--- src/rtl/passive_alarm_ctrl_if.sv ---
// Signal bundle for passive_alarm_ctrl.
//   master : the vehicle side. It drives the ignition, door, lights and disarm
//            inputs and observes the state and indicator outputs.
//   slave  : the controller side. It receives those inputs and drives
//            State, ArmedLed, Chime, Siren and PassiveSignal.
interface passive_alarm_ctrl_if;
    logic       IgnitionSignalOn;
    logic       OpenDoorSign;
    logic       CarLightsOnSign;
    logic       Disarm;
    logic [2:0] State;
    logic       ArmedLed;
    logic       Chime;
    logic       Siren;
    logic       PassiveSignal;

    modport master (
        output IgnitionSignalOn, OpenDoorSign, CarLightsOnSign, Disarm,
        input  State, ArmedLed, Chime, Siren, PassiveSignal
    );

    modport slave (
        input  IgnitionSignalOn, OpenDoorSign, CarLightsOnSign, Disarm,
        output State, ArmedLed, Chime, Siren, PassiveSignal
    );
endinterface

--- src/rtl/passive_alarm_ctrl.sv ---
// Passive vehicle alarm sequencer.
// The controller arms itself after the driver closes the door with the
// ignition off. A door opened while armed starts an entry-delay countdown
// with a chime. When that countdown expires, the siren sounds for a bounded
// time and the controller then returns to ARMED. Ignition or a Disarm pulse
// always wins and returns the controller to DISARMED. A separate registered
// reminder warns that the lights were left on.
// Ports:
//   Clock : rising-edge clock.
//   Reset : asynchronous, active-high reset.
//   bus   : slave side of passive_alarm_ctrl_if. Its inputs are ignition,
//           door, lights and disarm. Its outputs are State, ArmedLed, Chime,
//           Siren and PassiveSignal.
module passive_alarm_ctrl #(
    parameter int CNT_W       = 16,
    parameter int ARM_DELAY   = 8,
    parameter int ENTRY_DELAY = 6,
    parameter int ALARM_TIME  = 12
) (
    input  logic                 Clock,
    input  logic                 Reset,
    passive_alarm_ctrl_if.slave  bus
);

    typedef enum logic [2:0] {
        DISARMED = 3'd0,
        ARMING   = 3'd1,
        ARMED    = 3'd2,
        ENTRY    = 3'd3,
        ALARM    = 3'd4
    } state_t;

    localparam logic [CNT_W-1:0] ARM_LOAD   = CNT_W'(ARM_DELAY - 1);
    localparam logic [CNT_W-1:0] ENTRY_LOAD = CNT_W'(ENTRY_DELAY - 1);
    localparam logic [CNT_W-1:0] ALARM_LOAD = CNT_W'(ALARM_TIME - 1);

    state_t           state_q, state_d;
    logic [CNT_W-1:0] cnt_q, cnt_d;
    logic             door_q;
    logic             left_q, left_d;
    logic             armed_q, chime_q, siren_q, passive_q;

    logic door_rise, door_fall, cnt_zero;

    assign door_rise = bus.OpenDoorSign & ~door_q;
    assign door_fall = ~bus.OpenDoorSign & door_q;
    assign cnt_zero  = (cnt_q == '0);

    always_ff @(posedge Clock or posedge Reset) begin
        if (Reset) begin
            state_q   <= DISARMED;
            cnt_q     <= '0;
            door_q    <= 1'b0;
            left_q    <= 1'b0;
            armed_q   <= 1'b0;
            chime_q   <= 1'b0;
            siren_q   <= 1'b0;
            passive_q <= 1'b0;
        end else begin
            state_q   <= state_d;
            cnt_q     <= cnt_d;
            door_q    <= bus.OpenDoorSign;
            left_q    <= left_d;
            // The indicators decode the next state, so they are aligned with State.
            armed_q   <= (state_d == ARMED) || (state_d == ENTRY) || (state_d == ALARM);
            chime_q   <= (state_d == ENTRY);
            siren_q   <= (state_d == ALARM);
            passive_q <= bus.CarLightsOnSign & bus.OpenDoorSign & ~bus.IgnitionSignalOn;
        end
    end

    always_comb begin
        state_d = state_q;
        cnt_d   = cnt_q;
        if (bus.IgnitionSignalOn || bus.Disarm) begin
            state_d = DISARMED;
        end else begin
            unique case (state_q)
                DISARMED: begin
                    if (!bus.OpenDoorSign && (left_q || door_fall)) begin
                        state_d = ARMING;
                        cnt_d   = ARM_LOAD;
                    end
                end
                ARMING: begin
                    if (bus.OpenDoorSign)  state_d = DISARMED;
                    else if (cnt_zero)     state_d = ARMED;
                    else                   cnt_d   = cnt_q - CNT_W'(1);
                end
                ARMED: begin
                    if (door_rise) begin
                        state_d = ENTRY;
                        cnt_d   = ENTRY_LOAD;
                    end
                end
                ENTRY: begin
                    // Closing the door again does not cancel the entry delay.
                    if (cnt_zero) begin
                        state_d = ALARM;
                        cnt_d   = ALARM_LOAD;
                    end else begin
                        cnt_d = cnt_q - CNT_W'(1);
                    end
                end
                ALARM: begin
                    // A door still open at timeout does not retrigger.
                    // Only a fresh DoorRise in ARMED starts ENTRY again.
                    if (cnt_zero) state_d = ARMED;
                    else          cnt_d   = cnt_q - CNT_W'(1);
                end
                default: state_d = DISARMED;
            endcase
        end
    end

    // LeftFlag holds a door close that was seen in DISARMED but could not
    // arm the system on that edge, for example because Disarm was also high.
    always_comb begin
        left_d = left_q;
        if (state_q == DISARMED && !bus.IgnitionSignalOn && door_fall)
            left_d = 1'b1;
        if (state_d == DISARMED && state_q != DISARMED)
            left_d = 1'b0;
    end

    assign bus.State         = state_q;
    assign bus.ArmedLed      = armed_q;
    assign bus.Chime         = chime_q;
    assign bus.Siren         = siren_q;
    assign bus.PassiveSignal = passive_q;

endmodule

--- src/flat_wrapper.sv ---
// flat-port wrapper written by rule: the top's interface ports become plain ports
module passive_alarm_ctrl_flat 
#(
    parameter int CNT_W       = 16,
    parameter int ARM_DELAY   = 8,
    parameter int ENTRY_DELAY = 6,
    parameter int ALARM_TIME  = 12
)
  (Clock, Reset, bus_IgnitionSignalOn, bus_OpenDoorSign, bus_CarLightsOnSign, bus_Disarm, bus_State, bus_ArmedLed, bus_Chime, bus_Siren, bus_PassiveSignal);
  passive_alarm_ctrl_if bus_i ();
  input  logic Clock;
  input  logic Reset;
  input wire logic [$bits(bus_i.IgnitionSignalOn)-1:0] bus_IgnitionSignalOn;
  input wire logic [$bits(bus_i.OpenDoorSign)-1:0] bus_OpenDoorSign;
  input wire logic [$bits(bus_i.CarLightsOnSign)-1:0] bus_CarLightsOnSign;
  input wire logic [$bits(bus_i.Disarm)-1:0] bus_Disarm;
  output wire logic [$bits(bus_i.State)-1:0] bus_State;
  output wire logic [$bits(bus_i.ArmedLed)-1:0] bus_ArmedLed;
  output wire logic [$bits(bus_i.Chime)-1:0] bus_Chime;
  output wire logic [$bits(bus_i.Siren)-1:0] bus_Siren;
  output wire logic [$bits(bus_i.PassiveSignal)-1:0] bus_PassiveSignal;
  assign bus_i.IgnitionSignalOn = bus_IgnitionSignalOn;
  assign bus_i.OpenDoorSign = bus_OpenDoorSign;
  assign bus_i.CarLightsOnSign = bus_CarLightsOnSign;
  assign bus_i.Disarm = bus_Disarm;
  assign bus_State = bus_i.State;
  assign bus_ArmedLed = bus_i.ArmedLed;
  assign bus_Chime = bus_i.Chime;
  assign bus_Siren = bus_i.Siren;
  assign bus_PassiveSignal = bus_i.PassiveSignal;
  passive_alarm_ctrl #(.CNT_W(CNT_W), .ARM_DELAY(ARM_DELAY), .ENTRY_DELAY(ENTRY_DELAY), .ALARM_TIME(ALARM_TIME)) u_core (.Clock(Clock), .Reset(Reset), .bus(bus_i));
endmodule
--- config.mk ---
export PLATFORM = sky130hd
export DESIGN_NAME = passive_alarm_ctrl_flat
export DESIGN_NICKNAME = d
export VERILOG_FILES = /design/src/rtl/passive_alarm_ctrl_if.sv /design/src/rtl/passive_alarm_ctrl.sv /design/src/flat_wrapper.sv
export SDC_FILE = /design/constraint.sdc
export NUM_CORES = 1
export LEC_CHECK = 0
export BUFFER_PORTS_ARGS = -buffer_cell sky130_fd_sc_hd__buf_2
export CORE_MARGIN = 2
export CORE_UTILIZATION = 24
export CTS_CLUSTER_SIZE = 24
export DETAILED_ROUTE_END_ITERATION = 12
export HOLD_SLACK_MARGIN = 0.06
export PLACE_DENSITY = 0.48
export SLEW_MARGIN = 15
export SYNTH_ARGS = -nofsm -noshare
export SYNTH_HDL_FRONTEND = slang
export SYNTH_SLANG_ARGS = --single-unit
--- constraint.sdc ---
create_clock -name Clock -period 4.6 [get_ports Clock]
set_input_delay 0 -clock Clock [delete_from_list [all_inputs] [get_ports Clock]]
set_output_delay 0 -clock Clock [all_outputs]
set_load 0.1 [all_outputs]
* Yosys cells after proc, flatten, opt, wreduce, memory -nomap -nowiden *
Cells that the tools add are included.

storage, ports and cells
  input bits = 6
  output and inout bits = 7
  word-level logic and storage cells = 59
  flip-flop bits (word level) = 25

cells by class
  $add $sub $neg = 1
  reductions and logical operators = 17
  muxes and demuxes = 15
  bitwise logic cells = 8
  eq/ne operators = 10

operators with widths
  cell                                                                   count
  16-bit 2-to-1 mux                                                      5
  16-bit one-hot mux with 5 select lines                                 1
  3-bit 2-to-1 mux                                                       6
  16-bit logical NOT                                                     1
  16-bit by 1-bit subtractor with 16-bit output, second input constant   1
  3-bit one-hot mux with 5 select lines                                  1
  3-bit by 2-bit equality test with 1-bit output, second input constant  4
  3-bit equality test, second input constant                             2
  3-bit logical NOT                                                      2
  5-bit AND reduction                                                    1
  5-bit nonzero test                                                     1
  1-bit AND                                                              4
  1-bit logical AND                                                      4
  1-bit logical OR                                                       4
  2-bit by 1-bit != test with 1-bit output, second input constant        2
  1-bit NOT                                                              4
  3-bit by 1-bit equality test with 1-bit output, second input constant  1
  3-bit nonzero test                                                     1
  1-bit logical NOT                                                      2
  1-bit 2-to-1 mux                                                       2
  2-bit != test, second input constant                                   1
  2-bit nonzero test                                                     1

* Logic depth before layout (Yosys ltp) *
Gate-level depths: netlist of the first run.

  depth after elaboration = 10
  gate-level depth with buffers = 10
  mapped depth without buffers = 7

* Worst setup path after synthesis of the first run *
OpenSTA, ideal clock, no wires.

  kind = register -> register
  from = register u_core.state_q[2] (netlist: u_core.bus.State[2])
  to = register u_core.cnt_q[7]
  arrival = 2.715 ns
  setup time = 0.078 ns
  clock period less this slack = 2.794 ns
  cell stages (with the launch flop) = 6
  buffers on the path = 0
  required time = 4.522 ns
  path slack = 1.806 ns
  path through = dfrtp_1 -> nor3b_1 -> a21oi_1 -> a2111oi_2 -> or4b_2 -> a21oi_1

on the way
  word-level cells in the longest chain between the ends = 3
  elaborated cells between the ends (all ways) = 11
  those cells by class = eq/ne (7); mux (1); reduce/logical (3)

ends and longest elaborated chain
  item                                                                          line                      source
  start, declared                                                               passive_alarm_ctrl.sv:37  state_t state_q, state_d;
  start signal, assigned                                                        passive_alarm_ctrl.sv:60  state_q <= state_d;
  3-bit by 1-bit equality test with 1-bit output, or another cell as far along  passive_alarm_ctrl.sv:78  unique case (state_q)
  5-bit nonzero test (no line), or another cell as far along                    --
  5-bit AND reduction (no line)                                                 --
  end signal, assigned                                                          passive_alarm_ctrl.sv:61  cnt_q <= cnt_d;
  end, declared                                                                 passive_alarm_ctrl.sv:38  logic [CNT_W-1:0] cnt_q, cnt_d;

Several ways; a longest one is shown, not always the timed one.
A chain may end at the register's enable or synchronous reset.

* Final worst setup path of the first run *
  from = register u_core.cnt_q[0]
  to = register u_core.cnt_q[9]

on the way
  word-level cells in the longest chain between the ends = 4
  elaborated cells between the ends (all ways) = 6
  those cells by class = add/sub (1); mux (4); reduce/logical (1)

ends and longest elaborated chain
  item                                                                                        line                                                 source
  16-bit by 1-bit subtractor with 16-bit output / 16-bit logical NOT (equally long branches)  --
  16-bit 2-to-1 mux                                                                           passive_alarm_ctrl.sv:87, passive_alarm_ctrl.sv:108
  16-bit 2-to-1 mux                                                                           passive_alarm_ctrl.sv:86                             if (bus.OpenDoorSign) state_d = DISARMED;
  16-bit one-hot mux with 5 select lines (*)                                                  passive_alarm_ctrl.sv:78

Mark *: on every way between the ends. The rest lies on a longest branch, timed or not. The select of a mux whose other input is x is not followed.

==> impl_results.md, run 1 <==
- Status: finished clean
- Flop pwr share: 0.407
- Int Pwr: 0.4315 mW
- Cells along the critical path: inv_1, ha_1, or3b_2, nor4_2, a31oi_1, nor2_1, nor4_1
- Switching share of power: 0.4133
- DR pass1 iterations: 4
- Die area: 0.007419 mm²
- Final setup vio count: 0
- Gate Count Post-Synth: 188
- Net Count, Synth: 195
- Longest Clk Path Bufs: 2
- Iteration-0 DRC Markers: 108
- Hold slack: 154.9 ps
- First-pass GRT wire length: 7.107 mm
- Post-synth top flop: dfrtp_1
- Share of the yosys chip area belonging to registers: 0.3864
- Crit path required time: 4730 ps
- Fraction of layout cells with a size suffix above 1: 0.1421
- Critical path capture point type: register
- Die width: 86.14 µm
- CP max stage cell: nor2_1
- Pwr Density: 408.5 mW/mm²
- CTS tree: yes
- Max cap viols: 0
- Core ar.: 0.006422 mm²
- Reg-to-Reg Start: u_core.cnt_q[0]
- End of the worst register-to-register path: u_core.cnt_q[9]
- Async S/R FF share, synth: 1.000
- Max-slew violations: 0
- Initial Util: 0.2521
- Clock skew: 7.040 ps
- Drt wl/cell: 14.98 µm
- Htree depth: 1
- NetSw: 0.3039 mW
- Mapped Area: 0.001619 mm²
- Slowest stage delay, CP: 590 ps
- DR vias/cell: 5.383
- RSZ-0062 raised after global routing: no
- Nets: 205
- WS Path Type: reg -> reg
- Placed cells: 266
- Vias in the first global route: 1,444
- Clk slew on worst S/H paths: 90 ps
- Total negative slack: 0 ps
- Critical Path Source: u_core.cnt_q[0]
- Worst Reg-to-Reg Cells: 7
- DRC: 0
- Final core utilization: 0.2803
- Fin crit share: 0.6508
- Slew Limit Headroom: 0.3326
- Placer Congestion: 0.8261
- Antenna cells: 0
- Final wirelength: 4.104 mm
- Worst Tran Pin Value: 999.9 ps
- XOR/XNOR Fraction of Synth Area: 0.01082
- Vias: 1,475
- Min-Delay Endpoint: u_core.bus.ArmedLed
- Hold Startpoint: bus_Disarm
- Die height: 86.14 µm
- Fmax achieved: 0.3340 GHz
- Number of synthesized register bits: 25
- Clock sink count: 25
- Layout Cells excl Fill: 274
- Post-synthesis average cell area: 8.612 µm²
- Crit-path max FO: 9
- Rows: 29
- Hold path cells: 3
- Simple-gate portion of the synthesized area: 0.2952
- Initial antenna violation count: 0
- Post-synthesis adder-cell area fraction: 0.007728
- Gr ovfl total: 0
- Post-route ant nets: 0
- Number of flops mapped to enable cells by yosys: 0
- CP startpoint kind: register
- Reg-to-reg slack, setup: 1610 ps
- CTS Buf Count: 3
- Combinational power share: 0.408
- Crit path arrival time: 3130 ps
- Leak: 0.7231 nW
- I/O Pins: 13
- Clk pwr share: 0.185
- Hpwl dp: 2.933 mm
- CTS root buf: clkbuf_8
- YS warnings: 0
- Resize count post-CTS: 0
- Clk Latency, worst-skew pair: 270 ps
- Largest net degree at the start of global routing: 26
- VDD IR max: 0.0001944 V
- IO Port Bufs: 12
- Worst Hold Class: in -> reg
- Post-synth cell types: 50
- Area growth syn-to-layout: 11.21%
- Total GRT Usage: 0.1180
- Main combinational cell family by area after synthesis: simple AND/OR/NAND/NOR gates
- Minimum clock period: 2994 ps
- Post-synthesis compound-gate area fraction: 0.2295
- Multiplexer share of the synthesized area: 0.01236
- Hold Vio Cnt, Final: 0
## cell usage after synthesis (3+ instances only)
master,number,area share
o21ai_0,6,0.019
a21oi_1,17,0.053
or4b_2,3,0.019
a22oi_1,3,0.014
or3_1,4,0.015
nand4_1,3,0.012
inv_1,9,0.021
or2_2,4,0.015
o31ai_1,4,0.019
nand2b_1,4,0.015
nor3_1,9,0.028
o41ai_1,5,0.027
or4_1,3,0.014
nand3_1,7,0.022
a211oi_1,3,0.014
nor2b_1,3,0.012
nor2_1,18,0.042
dfrtp_1,25,0.39
nand2_1,8,0.019
clkbuf_1,7,0.016
nor4_1,8,0.031
## flip-flops by register name, indices dropped and copies added (netlist names)
register	count
u_core.bus.ArmedLed	1
u_core.bus.Chime	1
u_core.bus.PassiveSignal	1
u_core.bus.Siren	1
u_core.bus.State	3
u_core.cnt_q	16
u_core.door_q	1
u_core.left_q	1
## power groups by stage
stage / Sequential, mW / Clock (mW) / Combinational [mW]
6_report: 0.300 / 0.136 / 0.300
3_3_place_gp: 0.303 / 0 / 0.302
4_1_cts: 0.299 / 0.138 / 0.301
5_1_grt: 0.307 / 0.149 / 0.338
3_5_place_dp: 0.303 / 0 / 0.297
2_1_floorplan: 0.297 / 0 / 0.238
## kinds of logic (layout without fill, tap and decap cells)
logic type,Yosys count,count (layout)
muxes,2,2
xor gates and xnor gates,2,2
buffers and inverters,20,29
adders and majority gates,1,1
and+or+nand+nor,84,84
DFF,25,25
AOI/OAI and AO/OA,54,54
## cells in the final DEF, fill, tap and decap left out, types with 2 or more instances in the layout
cell / count
o41ai_1: 5
inv_1: 9
dlygate4sd3_1: 4
nor3b_1: 2
a21oi_1: 17
nor2b_1: 3
nand2_1: 8
or4_4: 2
o32ai_1: 2
nor4_1: 8
clkbuf_8: 3
mux2i_1: 2
o21ai_0: 6
nand4_1: 3
nand2b_1: 4
dfrtp_1: 25
or2_2: 4
nand3_1: 7
nor2_1: 18
or4b_2: 3
buf_2: 12
a22oi_1: 3
a211oi_1: 3
or3_1: 4
nor3_1: 9
a31oi_1: 2
or4_1: 3
o31ai_1: 4
## stage by stage
step / total power, mW / cell area (µm²) / worst slack [ps]
after CTS: 0.7378 / 1800 / 1569
final: 0.7354 / 1800 / 1606
after global placement: 0.6054 / 1715 / 1502
after detailed placement: 0.5999 / 1715 / 1575
after floorplan: 0.5353 / 1619 / 1806
after global routing: 0.7942 / 1800 / 1371
## metal layers
layer	global-route usage	vias up	wire length [µm]	part of all wire
met2	0.1875	31	1874	0.46
met4	0.03608	0	42	0.010
met1	0.1689	708	2055	0.50
met3	0.01155	4	132	0.032
met5	0	-	0	0
li1	-	732	-	-
## worst max-delay path, delay by kind of cell (launching register included)
kind            cells  cell delay (ps)
flops               1              440
compound gates      1              360
simple gates        4             1820
fa+ha+maj           1              160
buf+inv             1               80
## what timing repair did
action / in CTS / in global routing
setup buffers: 0 / 0
hold buffers: 4 / 0
hold endpoints to repair: 27 / 0
## how the worst max path moves through the flow
stage,to,cells past startpoint
global placement,u_core.cnt_q[9],7
floorplan,u_core.cnt_q[7],5
detailed placement,u_core.cnt_q[9],7
finish,u_core.cnt_q[9],7
CTS,u_core.cnt_q[9],7
global route,u_core.cnt_q[13],7
## cell type report
cell class	count	area, µm²
Sequential cell	25	625.6
Multi-Input combinational cell	143	899.6
Tap cell	77	96.34
Fill cell	667	4622
Timing Repair Buffer	16	100.1
Inverter	9	33.78
Clock buffer	4	45.04
No activity file was read; power rests on OpenSTA's default activity.
==> run 2: changes to the inputs <==
Settings changed: ABC_AREA set to 1.
Clock period 4.6 ns to 3.1 ns, I/O delays scaled along.
==> run 2 against run 1 <==
  * Worst hold slack worse by 18 ps
  * Critical path depth is 1 higher
  * Maximum frequency is 64% higher
  * Design area is 1.6% higher
  * Power is 0.75% lower
  * Flip-flop and latch count stayed put
  * Final cell count is 20% higher
  * Sequential share of layout area is 0.55 points lower
  * Die area is 0.59% lower
  * Wire length is 8.3% lower
==> impl_results.md, run 2 <==
- Status: finished clean
- Commonest non-fill, non-tap cell in the layout: nand2_1
- Reg-to-reg slack, setup: 1280 ps
- Leak: 1.019 nW
- Area of the multi-input gates: 833.3 µm²
- End of the worst register-to-register path: u_core.cnt_q[12]
- Worst Hold Class: in -> reg
- Max-slew violations: 0
- Max cap viols: 0
- Fraction of layout cells with a size suffix above 1: 0.1389
- Crit path required time: 3320 ps
- CTS tree: yes
- Fmax achieved: 0.5483 GHz
- DRC: 0
- Crit path arrival time: 2040 ps
- Biggest register: u_core.cnt_q
- Post-synth top flop: dfrtp_1
- Vias: 1,433
- IO Port Bufs: 12
- Vias in the first global route: 1,369
- FF+latch area: 625.6 µm²
- Synth top area cells: dfrtp_1 (39%), nand2_1 (16%), nor2_1 (8.2%)
- Clk Latency, worst-skew pair: 270 ps
- Slew Limit Headroom: 0.3829
- Post-synthesis average cell area: 6.876 µm²
- Max reg flops: 16
- DR pass1 iterations: 4
- First-pass GRT wire length: 6.465 mm
- Nets: 260
- Post-route ant nets: 0
- Clock sink count: 25
- Largest net degree at the start of global routing: 26
- Min-Delay Endpoint: u_core.bus.State[0]
- Gr ovfl total: 0
- Placed cells: 321
- Fill cell count: 698
- Post-synth top area share: 0.3888
- Area growth syn-to-layout: 13.69%
- Number of setup buffers added after CTS: 0
- Hold Startpoint: bus_Disarm
- Gate Count Post-Synth: 234
- Clk slew on worst S/H paths: 90 ps
- Worst Reg-to-Reg Cells: 8
- Layout Cells excl Fill: 329
- Top-count cell post-synth: nand2_1
- Total GRT Usage: 0.1107
- Post-synth cell types: 22
- Worst Tran Pin Value: 920.0 ps
- Critical path capture point type: register
- Resize count post-CTS: 0
- Antenna cells: 0
- Design area: 0.001829 mm²
- Core ar.: 0.006422 mm²
- Hold Vio Cnt, Final: 0
- Hpwl dp: 2.849 mm
- Async S/R FF share, synth: 1.000
- Hold path cells: 6
- Number of synthesized register bits: 25
- Fin crit share: 0.5883
- WS Path Type: reg -> reg
- Minimum clock period: 1824 ps
- Final wirelength: 3.762 mm
- YS warnings: 0
- VDD IR max: 0.0002006 V
- Drt wl/cell: 11.43 µm
- Mapped Area: 0.001609 mm²
- I/O Pins: 13
- Die height: 85.88 µm
- Final setup vio count: 0
- Htree depth: 1
- Rows: 29
- Die area: 0.007375 mm²
- CP startpoint kind: register
- CTS root buf: clkbuf_8
- Die width: 85.88 µm
- CTS Buf Count: 3
- Placer Congestion: 0.8199
- Dpl cell area: 0.001743 mm²
- Most frequent cells in the layout: nand2_1 (69), nor2_1 (35), inv_1 (29), dfrtp_1 (25), nand3_1 (20)
- Share of the yosys chip area belonging to registers: 0.3888
- Initial antenna violation count: 0
- DR vias/cell: 4.356
- Pwr Density: 399.0 mW/mm²
- Initial Util: 0.2505
- Net Count, Synth: 241
- Commonest cells post-synth: nand2_1 (69), nor2_1 (35), inv_1 (30), dfrtp_1 (25), nand3_1 (20)
- RSZ-0062 raised after global routing: no
- Iteration-0 DRC Markers: 62
- Longest Clk Path Bufs: 2
- Clock skew: 5.810 ps
- Number of flops mapped to enable cells by yosys: 0
- Largest area contributor in the netlist: dfrtp_1
- Reg-to-Reg Start: u_core.cnt_q[0]
- Total negative slack: 0 ps
- Crit-path max FO: 4
==> run 2: changes by cell type in the layout (fill, tap and decap cells not counted), moves of 5 or more <==
cell / delta
o41ai_1: -5
inv_1: +20
nor3_1: -5
nor2_1: +17
o21ai_0: +7
nand3_1: +13
nor4_1: -8
a21oi_1: -11
nand2_1: +61
==> run 2: cell families after synthesis <==
logic type	count (synthesis)	synth area share
AND/OR/NAND/NOR	141	0.3880
buffers and inverters	36	0.09331
AO/OA/AOI/OAI	27	0.1003
flip-flops	25	0.3888
XOR/XNOR	4	0.02177
adder cells (fa/ha/maj)	1	0.007775
==> run 2: layer usage <==
layer  vias up  routed length, µm  track usage
met5         -                  0            0
met3         0                134      0.02599
li1        764                  -            -
met2        25               1743       0.1783
met4         0                  0      0.01299
met1       644               1885       0.1558
==> run 2: worst max-delay path, cell delays in order (launching register included) <==
cell and delay (ps):
dfrtp_1 420, inv_1 80, ha_1 250, nand3_1 170, nor2_1 290, nand3_1 230
o21ai_0 210, nand2_1 70, inv_1 50
==> run 2: through the flow <==
stage / worst slack (ps) / hold WS [ps] / power (mW) / utilization
final: 1276 / 136.7 / 0.7299 / 0.2848
after global routing: 1002 / 187.4 / 0.7813 / 0.2848
after CTS: 1255 / 138.4 / 0.7415 / 0.2848
after detailed placement: 1289 / 173.4 / 0.5326 / 0.2714
after global placement: 1362 / 169.1 / 0.5340 / 0.2714
after floorplan: 963.8 / 27.32 / 0.4998 / -
==> run 2: where the power goes <==
part / internal, mW / switching [mW]
Combinational: 0.0533 / 0.111
Sequential: 0.347 / 0.0193
Clock: 0.0901 / 0.109
==> run 2: area by class of cell <==
cell class / instances / share of cell area
multi-input combinational: 173 / 0.4555
sequential: 25 / 0.3420
tap: 77 / 0.05267
clock inverter: 1 / 0.002736
timing repair buffer: 16 / 0.05472
clock buffer: 3 / 0.02257
inverter: 34 / 0.06977
==> run 2: timing repair <==
action                                  CTS  global route
hold buffers                              4             0
endpoints found under the hold margin    27             0
endpoints found under the setup margin    0             0
==> run 2: worst max-delay path by stage <==
stage                              startpoint                to  cells past startpoint
after floorplan           u_core.bus.State[0]   u_core.cnt_q[4]                     10
after global placement        u_core.cnt_q[0]  u_core.cnt_q[13]                      9
after detailed placement      u_core.cnt_q[0]  u_core.cnt_q[10]                     10
after CTS                     u_core.cnt_q[0]  u_core.cnt_q[10]                     10
after global routing          u_core.cnt_q[0]  u_core.cnt_q[12]                      8
final                         u_core.cnt_q[0]  u_core.cnt_q[12]                      8
